[src/rtl/apb4_pkg.sv]
// Shared types and constants for the APB4 master and future interconnect blocks.
// Holds the master FSM state encoding, the PPROT bit positions and the
// registered request record. APB4 caps PADDR and PDATA at 32 bits, so the
// record is sized at those maxima. Narrower instances cast down on the way out.
package apb4_pkg;

  localparam int APB_ADDR_W = 32;
  localparam int APB_DATA_W = 32;
  localparam int APB_STRB_W = APB_DATA_W / 8;
  localparam int APB_PROT_W = 3;

  // Bit positions inside PPROT
  localparam int PPROT_PRIV   = 0;
  localparam int PPROT_NONSEC = 1;
  localparam int PPROT_INSTR  = 2;

  typedef enum logic [1:0] {
    IDLE   = 2'd0,
    SETUP  = 2'd1,
    ACCESS = 2'd2,
    DERR   = 2'd3
  } apb_state_e;

  typedef struct packed {
    logic                  write;
    logic [APB_ADDR_W-1:0] addr;
    logic [APB_DATA_W-1:0] wdata;
    logic [APB_STRB_W-1:0] strb;
    logic [APB_PROT_W-1:0] prot;
  } apb_req_t;

endpackage

[src/rtl/apb4_addr_decoder.sv]
// Combinational window decoder. Each completer owns a 2^SLV_ADDR_W byte window.
// The windows are laid out contiguously from BASE_ADDR. hit is low for
// addresses below the base, and for addresses past the last window.
module apb4_addr_decoder #(
  parameter int              ADDR_W     = 32,
  parameter int              NUM_SLAVES = 4,
  parameter int              SLV_ADDR_W = 12,
  parameter logic [ADDR_W-1:0] BASE_ADDR  = '0,
  localparam int             IDX_W      = (NUM_SLAVES > 1) ? $clog2(NUM_SLAVES) : 1
) (
  input  logic [ADDR_W-1:0] addr,
  output logic [IDX_W-1:0]  idx,
  output logic              hit
);

  logic [ADDR_W-1:0] w_offset;
  logic [ADDR_W-1:0] w_slot;

  assign w_offset = addr - BASE_ADDR;
  assign w_slot   = w_offset >> SLV_ADDR_W;
  assign hit      = (addr >= BASE_ADDR) && (w_slot < ADDR_W'(NUM_SLAVES));
  assign idx      = w_slot[IDX_W-1:0];

endmodule

[src/rtl/apb4_master_mux.sv]
// APB4 master with an integrated address decoder. The local requester presents
// requests on a valid/ready port. The block runs one APB transfer per request
// on the shared bus, using a per-slave PSEL. It returns a one-cycle response
// pulse with read data and an error flag. Decode misses go through a one-cycle
// DERR state and never touch the bus.
// Optional macro APB_TIMEOUT_EN: enables a watchdog. The watchdog abandons a
// transfer after TIMEOUT_CYC ACCESS cycles without PREADY.
module apb4_master_mux
  import apb4_pkg::*;
#(
  parameter int                ADDR_W      = 32,
  parameter int                DATA_W      = 32,
  parameter int                NUM_SLAVES  = 4,
  parameter int                SLV_ADDR_W  = 12,
  parameter logic [ADDR_W-1:0] BASE_ADDR   = '0,
  parameter int                TIMEOUT_CYC = 256
) (
  input  logic                         PCLK,
  input  logic                         PRESET,
  // request port
  input  logic                         req_valid,
  output logic                         req_ready,
  input  logic                         req_write,
  input  logic [ADDR_W-1:0]            req_addr,
  input  logic [DATA_W-1:0]            req_wdata,
  input  logic [DATA_W/8-1:0]          req_strb,
  input  logic [2:0]                   req_prot,
  // response port
  output logic                         rsp_valid,
  output logic [DATA_W-1:0]            rsp_rdata,
  output logic                         rsp_err,
  // APB bus
  output logic [ADDR_W-1:0]            PADDR,
  output logic [DATA_W-1:0]            PWDATA,
  output logic [DATA_W/8-1:0]          PSTRB,
  output logic [2:0]                   PPROT,
  output logic                         PWRITE,
  output logic                         PENABLE,
  output logic [NUM_SLAVES-1:0]        PSEL,
  input  logic [NUM_SLAVES-1:0]        PREADY,
  input  logic [NUM_SLAVES*DATA_W-1:0] PRDATA,
  input  logic [NUM_SLAVES-1:0]        PSLVERR
);

  localparam int IDX_W  = (NUM_SLAVES > 1) ? $clog2(NUM_SLAVES) : 1;
  localparam int STRB_W = DATA_W / 8;

  apb_state_e        r_state;
  apb_state_e        w_next_state;
  apb_req_t          r_req;
  logic [IDX_W-1:0]  r_idx;
  logic              r_rsp_valid;
  logic              r_rsp_err;
  logic [DATA_W-1:0] r_rsp_rdata;

  logic              w_hit;
  logic [IDX_W-1:0]  w_idx;
  logic              w_accept;
  logic              w_sel_ready;
  logic              w_sel_err;
  logic [DATA_W-1:0] w_sel_rdata;
  logic              w_done;
  logic              w_timeout;

  apb4_addr_decoder #(
    .ADDR_W     (ADDR_W),
    .NUM_SLAVES (NUM_SLAVES),
    .SLV_ADDR_W (SLV_ADDR_W),
    .BASE_ADDR  (BASE_ADDR)
  ) u_decoder (
    .addr (req_addr),
    .idx  (w_idx),
    .hit  (w_hit)
  );

  // Only the addressed completer's ready, data and error are ever looked at
  assign w_accept    = (r_state == IDLE) && req_valid;
  assign w_sel_ready = PREADY[r_idx];
  assign w_sel_err   = PSLVERR[r_idx];
  assign w_sel_rdata = PRDATA[r_idx*DATA_W +: DATA_W];
  assign w_done      = (r_state == ACCESS) && w_sel_ready;

`ifdef APB_TIMEOUT_EN
  localparam int TO_W = $clog2(TIMEOUT_CYC + 1);

  logic [TO_W-1:0] r_to_cnt;

  // Watchdog: count ACCESS cycles spent waiting, restarting on every SETUP
  always_ff @(posedge PCLK) begin
    if (PRESET || (r_state == SETUP)) begin
      r_to_cnt <= '0;
    end else if ((r_state == ACCESS) && !w_sel_ready) begin
      r_to_cnt <= r_to_cnt + TO_W'(1);
    end
  end

  // A PREADY in the limit cycle wins, so the timeout is qualified by !ready
  assign w_timeout = (r_state == ACCESS) && !w_sel_ready &&
                     (r_to_cnt == TO_W'(TIMEOUT_CYC - 1));
`else
  assign w_timeout = 1'b0;
`endif

  // State register
  always_ff @(posedge PCLK) begin
    // NOTE: registers are updated with <= so every flop samples pre-edge values.
    if (PRESET) begin
      r_state <= IDLE;
    end else begin
      r_state <= w_next_state;
    end
  end

  // Next-state logic
  always_comb begin
    // NOTE: default first so no path leaves w_next_state unassigned (no latch).
    w_next_state = r_state;
    case (r_state)
      IDLE:    if (req_valid) w_next_state = w_hit ? SETUP : DERR;
      SETUP:   w_next_state = ACCESS;
      ACCESS:  if (w_sel_ready || w_timeout) w_next_state = IDLE;
      DERR:    w_next_state = IDLE;
      default: w_next_state = IDLE;
    endcase
  end

  // Bus handshake outputs decoded from the current state
  always_comb begin
    PSEL      = '0;
    PENABLE   = 1'b0;
    req_ready = 1'b0;
    case (r_state)
      IDLE:    req_ready = 1'b1;
      SETUP:   PSEL = NUM_SLAVES'(1) << r_idx;
      ACCESS: begin
        PSEL    = NUM_SLAVES'(1) << r_idx;
        PENABLE = 1'b1;
      end
      default: ;
    endcase
  end

  // Capture a decoded request. A miss leaves the bus lines unchanged.
  always_ff @(posedge PCLK) begin
    if (PRESET) begin
      r_req <= '0;
      r_idx <= '0;
    end else if (w_accept && w_hit) begin
      r_req.write <= req_write;
      r_req.addr  <= APB_ADDR_W'(req_addr);
      r_req.wdata <= APB_DATA_W'(req_wdata);
      // Reads must present all-zero strobes
      r_req.strb  <= req_write ? APB_STRB_W'(req_strb) : '0;
      r_req.prot  <= req_prot;
      r_idx       <= w_idx;
    end
  end

  assign PADDR  = ADDR_W'(r_req.addr);
  assign PWDATA = DATA_W'(r_req.wdata);
  assign PSTRB  = STRB_W'(r_req.strb);
  assign PPROT  = r_req.prot;
  assign PWRITE = r_req.write;

  // Response pulse: completion, watchdog abort or decode error
  always_ff @(posedge PCLK) begin
    if (PRESET) begin
      r_rsp_valid <= 1'b0;
      r_rsp_err   <= 1'b0;
      r_rsp_rdata <= '0;
    end else begin
      r_rsp_valid <= w_done || w_timeout || (r_state == DERR);
      r_rsp_err   <= w_done ? w_sel_err : (w_timeout || (r_state == DERR));
      r_rsp_rdata <= (w_done && !r_req.write && !w_sel_err) ? w_sel_rdata : '0;
    end
  end

  assign rsp_valid = r_rsp_valid;
  assign rsp_err   = r_rsp_err;
  assign rsp_rdata = r_rsp_rdata;

endmodule
[config.mk]
export PLATFORM = sky130hd
export DESIGN_NAME = apb4_master_mux
export DESIGN_NICKNAME = d
export VERILOG_FILES = /design/src/rtl/apb4_pkg.sv /design/src/rtl/apb4_addr_decoder.sv /design/src/rtl/apb4_master_mux.sv
export SDC_FILE = /design/constraint.sdc
export NUM_CORES = 1
export LEC_CHECK = 0
export CORE_AREA = 2 2 126 128
export DETAILED_ROUTE_END_ITERATION = 6
export DIE_AREA = 0 0 128 130
export GPL_TIMING_DRIVEN = 0
export PLACE_DENSITY = 0.72
export SLEW_MARGIN = 5
export SYNTH_ARGS = -nofsm -noshare
export SYNTH_HDL_FRONTEND = slang
export SYNTH_SLANG_ARGS = --single-unit
[constraint.sdc]
create_clock -name PCLK -period 2.7 [get_ports PCLK]
set_input_delay 0.81 -clock PCLK [delete_from_list [all_inputs] [get_ports PCLK]]
set_output_delay 0.81 -clock PCLK [all_outputs]
set_load 0.02 [all_outputs]
# --- Yosys cells after proc, flatten, opt, wreduce, memory -nomap -nowiden ---
# Cells that the tools add are included.
op_classes:
  n_reduce_logical: 13
  bitwise_logic: 1
  eq_ne: 5
  n_addsub: 0
  n_shift: 2
  div_mod_pow: 0
  n_mux: 13
  magnitude_cmp: 3
  multipliers: 0
ops:
  columns: ["operator", "n"]
  rows:
  - ["$shiftx A128 B8 Y32", 1]
  - ["$ge A32 B1 Y1 const B", 1]
  - ["$lt A20 B3 Y1 const B", 1]
  - ["$mux W4", 2]
  - ["$pmux W2 S4", 1]
  - ["$logic_and A1 B1 Y1", 6]
  - ["$mux W2", 3]
  - ["$mux W1", 5]
  - ["$bmux W1 S2", 2]
  - ["$eq A2 B2 Y1 const B", 2]
  - ["$ne A2 B2 Y1 const B", 2]
  - ["$reduce_or A2 Y1", 2]
  - ["$shl A1 B2 Y4 const A", 1]
  - ["$lt A2 B3 Y1 const B", 1]
  - ["$eq A2 B1 Y1 const B", 1]
  - ["$logic_not A1 Y1", 2]
  - ["$logic_not A2 Y1", 1]
  - ["$reduce_and A2 Y1", 1]
  - ["$logic_or A1 B1 Y1", 1]
  - ["$not A1 Y1", 1]
totals:
  elab_cells: 47
  mem_count: 0
  inputBits: 211
  register_bits: 110
  mem_bits_ro: 0
  latch_bits: 0
  ramBits: 0

# --- Longest topological paths before layout ---
# Gate-level depths: netlist (run 1).
depth:
  word_depth: 7
  ltp_mapped: 8
  mapped_depth_nobuf: 6

# --- Cells and area by module ---
# Synthesis (run 1) repeated with hierarchy kept, for this count alone.
hier_totals:
  hier_cells: 476
  hier_area_um2: 4529.3
by_module_without_submodules:
  columns: ["module", "area_per_inst_um2", "instances", "seq_area_each_um2", "cells_per_inst"]
  rows:
  - ["apb4_master_mux", 4470.5, 1, 2202.1, 468]
  - ["apb4_addr_decoder", 58.8, 1, 0.0, 8]

# --- Least setup slack after synthesis (run 1) ---
# Ideal clock, no wire load.
synth_timing:
  path_type: "register to output"
  from: "register PADDR[12] (netlist name)"
  to: "output PSEL[1]"
  path_stages_with_launch: 5
  path_slack_ns: 0.294
  arrival_ns: 1.596
  required_ns: 1.890
  cell_sequence: "dfxtp_1 buf_2 buf_1 nand2_1 nor2_1"
synth_rtl:
  columns: ["item", "line", "rtl"]
  rows:
  - ["end, declared", "apb4_master_mux.sv:39", "output logic [NUM_SLAVES-1:0] PSEL,"]

==> flow_summary.json, run 1 <==
{
  "status": "completed",
  "dieArea_um2": 16600,
  "finalHoldViolations": 0,
  "clock_latency_ps": 340,
  "cp_cell_sequence": "buf_4, clkbuf_8, and3b_1, dlygate4sd2_1",
  "finalSetupViolations": 0,
  "fin_crit_sh_pct": 96.3,
  "fmax_mhz": 384,
  "wl_per_cell_um": 19.2,
  "powerDensity_nw_per_um2": 429,
  "via_count": 5059,
  "fill_cells": 1362,
  "post-route-util_pct": 55.3,
  "cts_tree": "done",
  "avgSynthCellArea_um2": 10.5,
  "die_w_um": 128,
  "antenna_found_initial": 0,
  "cp.required_ps": 1890,
  "crit_type": "reg -> out",
  "antennaDiodeCount": 0,
  "cp_slowest_stage_delay_ps": 450,
  "grt_max_degree": 20,
  "cts.path.max_buffers": 2,
  "min_period_ps": 2600,
  "ys_seq_elements": 108,
  "cts_inserted_buffers": 9,
  "relSlewSlack_pct": 50.7,
  "grt_pass1_vias": 5147,
  "viasPerCell": 5.16,
  "swShare_pct": 25.9,
  "drt-initial-drc-count": 293,
  "min-delay-path-class": "reg -> reg",
  "p_leak_nw": 2.85,
  "worst_slew_pin_slew_ps": 735,
  "critPathMaxFanout": 10,
  "path_buf_inv": 3,
  "clk_pin_slew_ps": 70,
  "dieHeight_um": 130,
  "ys_warn_count": 0,
  "place.gp.congestion": 0.869,
  "slowest_stage": "dfxtp_1",
  "nets": 1000,
  "initial_core_util_pct": 30.9,
  "grt_pass1_wl_um": 27400,
  "core_area_um2": 15400,
  "ios": 323,
  "area_growth_pct": 78.8,
  "synth-seq-area-share_pct": 45.3,
  "drive_gt1_share_pct": 8.62,
  "grt_usage_pct": 21.6,
  "endpoint_kind": "output port",
  "p_comb_share_pct": 21.3,
  "crit_arrival_ps": 1790,
  "drt_wl_total_um": 18900,
  "io_buffers": 321,
  "vdd_ir_drop_max_v": 0.000265,
  "rsz0062_at_grt": "false",
  "clkPwrFrac_pct": 33.8,
  "htree_num_levels": 3,
  "syn_inst": 454,
  "grt_overflow": 0,
  "cts.sinks": 108,
  "cp_top_family": "buffers and inverters",
  "detail-route-antenna-nets": 0,
  "drc": 0,
  "start_kind": "register",
  "drt_pre_antenna_iters": 4,
  "cts_hold_buf": 0,
  "seqPwrFrac_pct": 45.0,
  "clock_skew_ps": 7.48,
  "hold_ws_ps": 462,
  "dp_hpwl_um": 15200,
  "synth_cell_types": 32,
  "fp-row-count": 46,
  "syn-num-nets": 669,
  "netlist_area_um2": 4770,
  "slew_violations": 0,
  "root_buffer": "clkbuf_16",
  "p_int_mw": 2.71,
  "switchingPower_mw": 0.946,
  "maxCapViolCount": 0
}
==> registers in the layout, summed over array words and instances, names as in the netlist <==
signal	cells
PADDR	32
rsp_rdata	32
rsp_err	1
PWDATA	32
r_state	2
PWRITE	1
PPROT	3
PSTRB	4
rsp_valid	1
==> per-stage QoR <==
| step | cell area (um2) | TNS [ps] | instances | worst slack, ps | power (mW) |
|---|---|---|---|---|---|
| 2_1_floorplan | 4770 | 0 | 454 | 294 | 1.97 |
| 3_3_place_gp | 8220 | -20180 | 967 | -590 | 2.44 |
| 3_5_place_dp | 8220 | -25480 | 967 | -620 | 2.46 |
| 4_1_cts | 8520 | 0 | 980 | 5.05 | 3.68 |
| 5_1_grt | 8530 | 0 | 981 | 16.4 | 3.80 |
| 6_report | 8530 | 0 | 981 | 98.8 | 3.65 |
==> cell usage after synthesis <==
library cell  number  area (um2)
and4_1             1        8.76
and3b_1            1        8.76
inv_1              3        11.3
or3_1              1        6.26
or2_1              1        6.26
nor3_1             3        15.0
buf_4              3        22.5
ha_1               4        50.1
a31oi_1            1        6.26
nor4b_1            2        17.5
o211ai_1           1        7.51
nand2_1            7        26.3
nor2b_1           37         231
buf_2              8        40.0
nor3b_1            1        7.51
clkbuf_1          39         146
nand4_1           52         325
or4_4              1        11.3
clkinv_1           1        3.75
buf_1              2        7.51
and3_1             1        6.26
nor2_1             7        26.3
o21ai_0            5        25.0
mux2i_1            1        10.0
o31ai_1           51         383
nand3b_1           1        7.51
o41ai_1            3        26.3
a21oi_1           52         260
dfxtp_1          108        2160
and2_1            18         113
nor4_1             4        25.0
mux4_2            34         766
==> placed cells by master, fill, tap and decap left out, drive strengths merged, types with 2 or more instances in the layout <==
master	synthesis	layout
nor2b	37	37
inv	3	5
o31ai	51	51
ha	4	4
a21oi	52	52
nand2	7	7
nor3	3	3
nor4	4	4
mux4	34	34
o41ai	3	3
and2	18	18
clkdlybuf4s50	0	317
buf	13	13
dfxtp	108	108
nand4	52	52
dlygate4sd2	0	4
nor4b	2	2
nor2	7	7
o21ai	5	5
clkinv	1	5
clkbuf	39	47
==> routing by layer <==
layer | track usage [%] | part of all wire (%)
met2 | 39.5 | 50
met5 | 0 | 0
met3 | 5.82 | 9.0
met4 | 9.31 | 3.0
met1 | 23.5 | 38
==> power groups by stage <==
| stage | sequential [mW] | clock [mW] | combinational (mW) |
|---|---|---|---|
| after floorplan | 1.70 | 0 | 0.263 |
| final | 1.64 | 1.23 | 0.778 |
| after global routing | 1.65 | 1.32 | 0.829 |
| after CTS | 1.64 | 1.26 | 0.780 |
| after global placement | 1.68 | 0 | 0.768 |
| after detailed placement | 1.68 | 0 | 0.781 |
==> area by class of cell <==
cell class              count  area [um2]  share of cell area, %
clock buffers               9         225                   2.64
well taps                 192         240                   2.82
clock inverters             6        48.8                  0.572
plain buffers              50         229                   2.69
inverters                   4        15.0                  0.176
multi-input cells         290        2390                   28.0
flip-flops and latches    108        2160                   25.4
repair buffers            322        3220                   37.7
==> kinds of logic (layout without fill, tap and decap cells) <==
kind of cell | Yosys count | in the layout | synth area share, %
AND/OR/NAND/NOR | 138 | 138 | 17.7
multiplexers | 35 | 35 | 16.3
flip-flops | 108 | 108 | 45.3
adder cells (fa/ha/maj) | 4 | 4 | 1.05
buffers and inverters | 56 | 391 | 4.85
AO/OA/AOI/OAI | 113 | 113 | 14.8
==> timing repair <==
item / CTS / global route
cloned: 0 / 0
pin swaps: 0 / 1
gates resized for setup: 14 / 2
buffers inserted: 0 / 1
setup endpoints to repair: 22 / 28
==> path summary, 6_finish.rpt <==
check                          start                     end  slack, ps  depth (start not counted)
min           PADDR[28]$_SDFFE_PP0P_  PADDR[28]$_SDFFE_PP0P_        460                          1
max reg2reg  r_state[1]$_SDFFE_PP0P_  PADDR[30]$_SDFFE_PP0P_        350                          7
max           PADDR[13]$_SDFFE_PP0P_                 PSEL[2]        100                          4
min reg2reg   PADDR[28]$_SDFFE_PP0P_  PADDR[28]$_SDFFE_PP0P_        460                          1
Note: power is estimated with default switching activity, not from simulation.
==> inputs of run 2 (changes only) <==
CORE_AREA = 2 2 124 126   (was 2 2 126 128)
DIE_AREA = 0 0 126 128   (was 0 0 128 130)
SYNTH_HIERARCHICAL = 1   (was not set)
==> flow_summary.json, run 2 <==
{
  "place.gp.congestion": 0.814,
  "min-delay-path-class": "reg -> reg",
  "synthFlopType": "dfxtp_1",
  "grt_pass1_wl_um": 26000,
  "viasPerCell": 4.65,
  "cts.path.max_buffers": 2,
  "seq_area_um2": 2200,
  "syn_inst": 476,
  "ys_warn_count": 6,
  "cts_hold_buf": 0,
  "finalHoldViolations": 0,
  "avgSynthCellArea_um2": 9.52,
  "vdd_ir_drop_max_v": 0.000317,
  "drt_pre_antenna_iters": 4,
  "relSlewSlack_pct": 59.7,
  "synth_top_area_share_pct": 48.6,
  "crit_type": "in -> reg",
  "crit_arrival_ps": 2790,
  "io_buffers": 321,
  "fin_crit_sh_pct": 95.4,
  "critPathMaxFanout": 10,
  "final_cell_mix": "clkdlybuf4s50_1 (317), nand2_1 (147), dfxtp_1 (109)",
  "syn-num-nets": 692,
  "grt_max_degree": 20,
  "clock_latency_ps": 350,
  "dp_hpwl_um": 14000,
  "clock_skew_ps": 4.03,
  "grt_overflow": 0,
  "slew_violations": 0,
  "synth_top_cell_by_area": "dfxtp_1",
  "netlist_area_um2": 4530,
  "fp-row-count": 45,
  "root_buffer": "clkbuf_16",
  "area_growth_pct": 85.8,
  "die_w_um": 126,
  "setup_ws_ps": 123,
  "cts_tree": "done",
  "hold_ws_ps": 454,
  "cts.sinks": 110,
  "nets": 1025,
  "final_common_cell": "clkdlybuf4s50_1",
  "fill_cells": 1349,
  "ios": 323,
  "synth_edf_count": 0,
  "synth.area.top_cells": "dfxtp_1 (49%), mux4_2 (16%), nand2_1 (12%)",
  "power.total_mw": 3.78,
  "p_leak_nw": 2.88,
  "clk_pin_slew_ps": 70,
  "drive_gt1_share_pct": 10.4,
  "initial_core_util_pct": 30.5,
  "synth-seq-area-share_pct": 48.6,
  "drt_wl_total_um": 17500,
  "maxCapViolCount": 0,
  "multi_input_area_um2": 2180,
  "min_period_ps": 2580,
  "grt_usage_pct": 21.0,
  "synth_most_common_cell": "nand2_1",
  "finalSetupTns_ps": 0,
  "start_kind": "primary input",
  "ys_seq_elements": 110,
  "cts_inserted_buffers": 9,
  "cp.required_ps": 2910,
  "synth.top_cells.by_count": "nand2_1 (147), dfxtp_1 (110), a21oi_1 (75), mux4_2 (33), nor2b_1 (33)",
  "post-place-ws_ps": -1050,
  "drc": 0,
  "via_count": 4664,
  "post-route-util_pct": 56.6,
  "status": "completed",
  "finalSetupViolations": 0,
  "powerDensity_nw_per_um2": 449,
  "antenna_found_initial": 1,
  "fmax_mhz": 388,
  "htree_num_levels": 3,
  "wl_per_cell_um": 17.5,
  "core_area_um2": 14900,
  "synth_async_sr_flop_share_pct": 0,
  "endpoint_kind": "register",
  "rsz0062_at_grt": "true",
  "worst_slew_pin_slew_ps": 604,
  "dieArea_um2": 16100,
  "synth_cell_types": 26,
  "drt-initial-drc-count": 202,
  "dieHeight_um": 128,
  "detail-route-antenna-nets": 0,
  "grt_pass1_vias": 4639
}
==> run 2: cell types whose count changed in the layout (fill, tap and decap cells not counted), sizes merged, moves of 4 or more <==
cell | previous run | this run
o21ai | 5 | 0
buf | 13 | 25
and2 | 18 | 1
o31ai | 51 | 0
clkbuf | 47 | 26
nand3 | 0 | 6
nand4 | 52 | 0
a21oi | 52 | 75
clkinv | 5 | 1
nor2b | 37 | 33
nand2 | 7 | 147
==> run 2: layout make-up <==
type                    instances  share of cell area [%]
repair buffers                323                    38.3
clock buffers                  12                    3.17
clock inverters                 4                   0.342
flip-flops and latches        110                    26.2
well taps                     188                    2.80
inverters                       4                   0.178
multi-input cells             324                    25.9
plain buffers                  37                    3.05
diodes                          1                  0.0297
==> run 2: timing repair <==
item / CTS / global route
pin swaps: 3 / 3
buffers inserted: 1 / 1
cloned: 0 / 0
gates resized for setup: 40 / 21
endpoints found under the setup margin: 78 / 74
==> run 2: worst paths after layout <==
kind                               start                  endpoint  slack [ps]  cells past startpoint
hold / removal    PWDATA[1]$_SDFFE_PP0P_    PWDATA[1]$_SDFFE_PP0P_         450                      2
hold reg to reg   PWDATA[1]$_SDFFE_PP0P_    PWDATA[1]$_SDFFE_PP0P_         450                      2
setup reg to reg   r_idx[1]$_SDFFE_PP0P_  rsp_rdata[16]$_SDFF_PP0_         780                      4
setup / recovery            req_addr[25]    PADDR[11]$_SDFFE_PP0P_         120                      7
==> run 2: report_power, final <==
| group | internal, mW | leakage (nW) | switching [mW] |
|---|---|---|---|
| clock network | 0.705 | 0.141 | 0.616 |
| logic | 0.474 | 1.85 | 0.306 |
| registers | 1.66 | 0.887 | 0.0205 |
==> run 2: kinds of logic after synthesis <==
family          Yosys count  synth area share (%)
fa+ha+maj                 5                  1.38
compound gates           78                  8.81
buf+inv                  42                  3.84
mux                      38                  17.6
flops                   110                  48.6
simple gates            203                  19.8
==> run 2: critical path, cell delays in order <==
cell and delay [ps]:
clkdlybuf4s50_1 420, or4_4 560, nor4_4 310, nand3_1 160, clkbuf_1 300, nand2_1 150, a21oi_1 80
==> run 2: stage by stage <==
step | cells | cell area, um2
after detailed placement | 985 | 7980
final | 1003 | 8410
after floorplan | 476 | 4530
after CTS | 1001 | 8360
after global placement | 985 | 7980
after global routing | 1003 | 8410
==> run 2: per-layer routing <==
metal  up-vias  global-route usage, %  share of wire (%)
li1       2283                      -                  -
met1      2152                   24.3                 40
met4         0                   8.73                2.7
met3        33                   6.97                8.2
met2       196                   35.9                 49
met5         -                      0                  0
==> inputs of run 3 (changes only) <==
HOLD_SLACK_MARGIN = 0.03   (was not set)
==> results of run 3 <==
Final layout, timing and power as in run 2 (identical DEF).
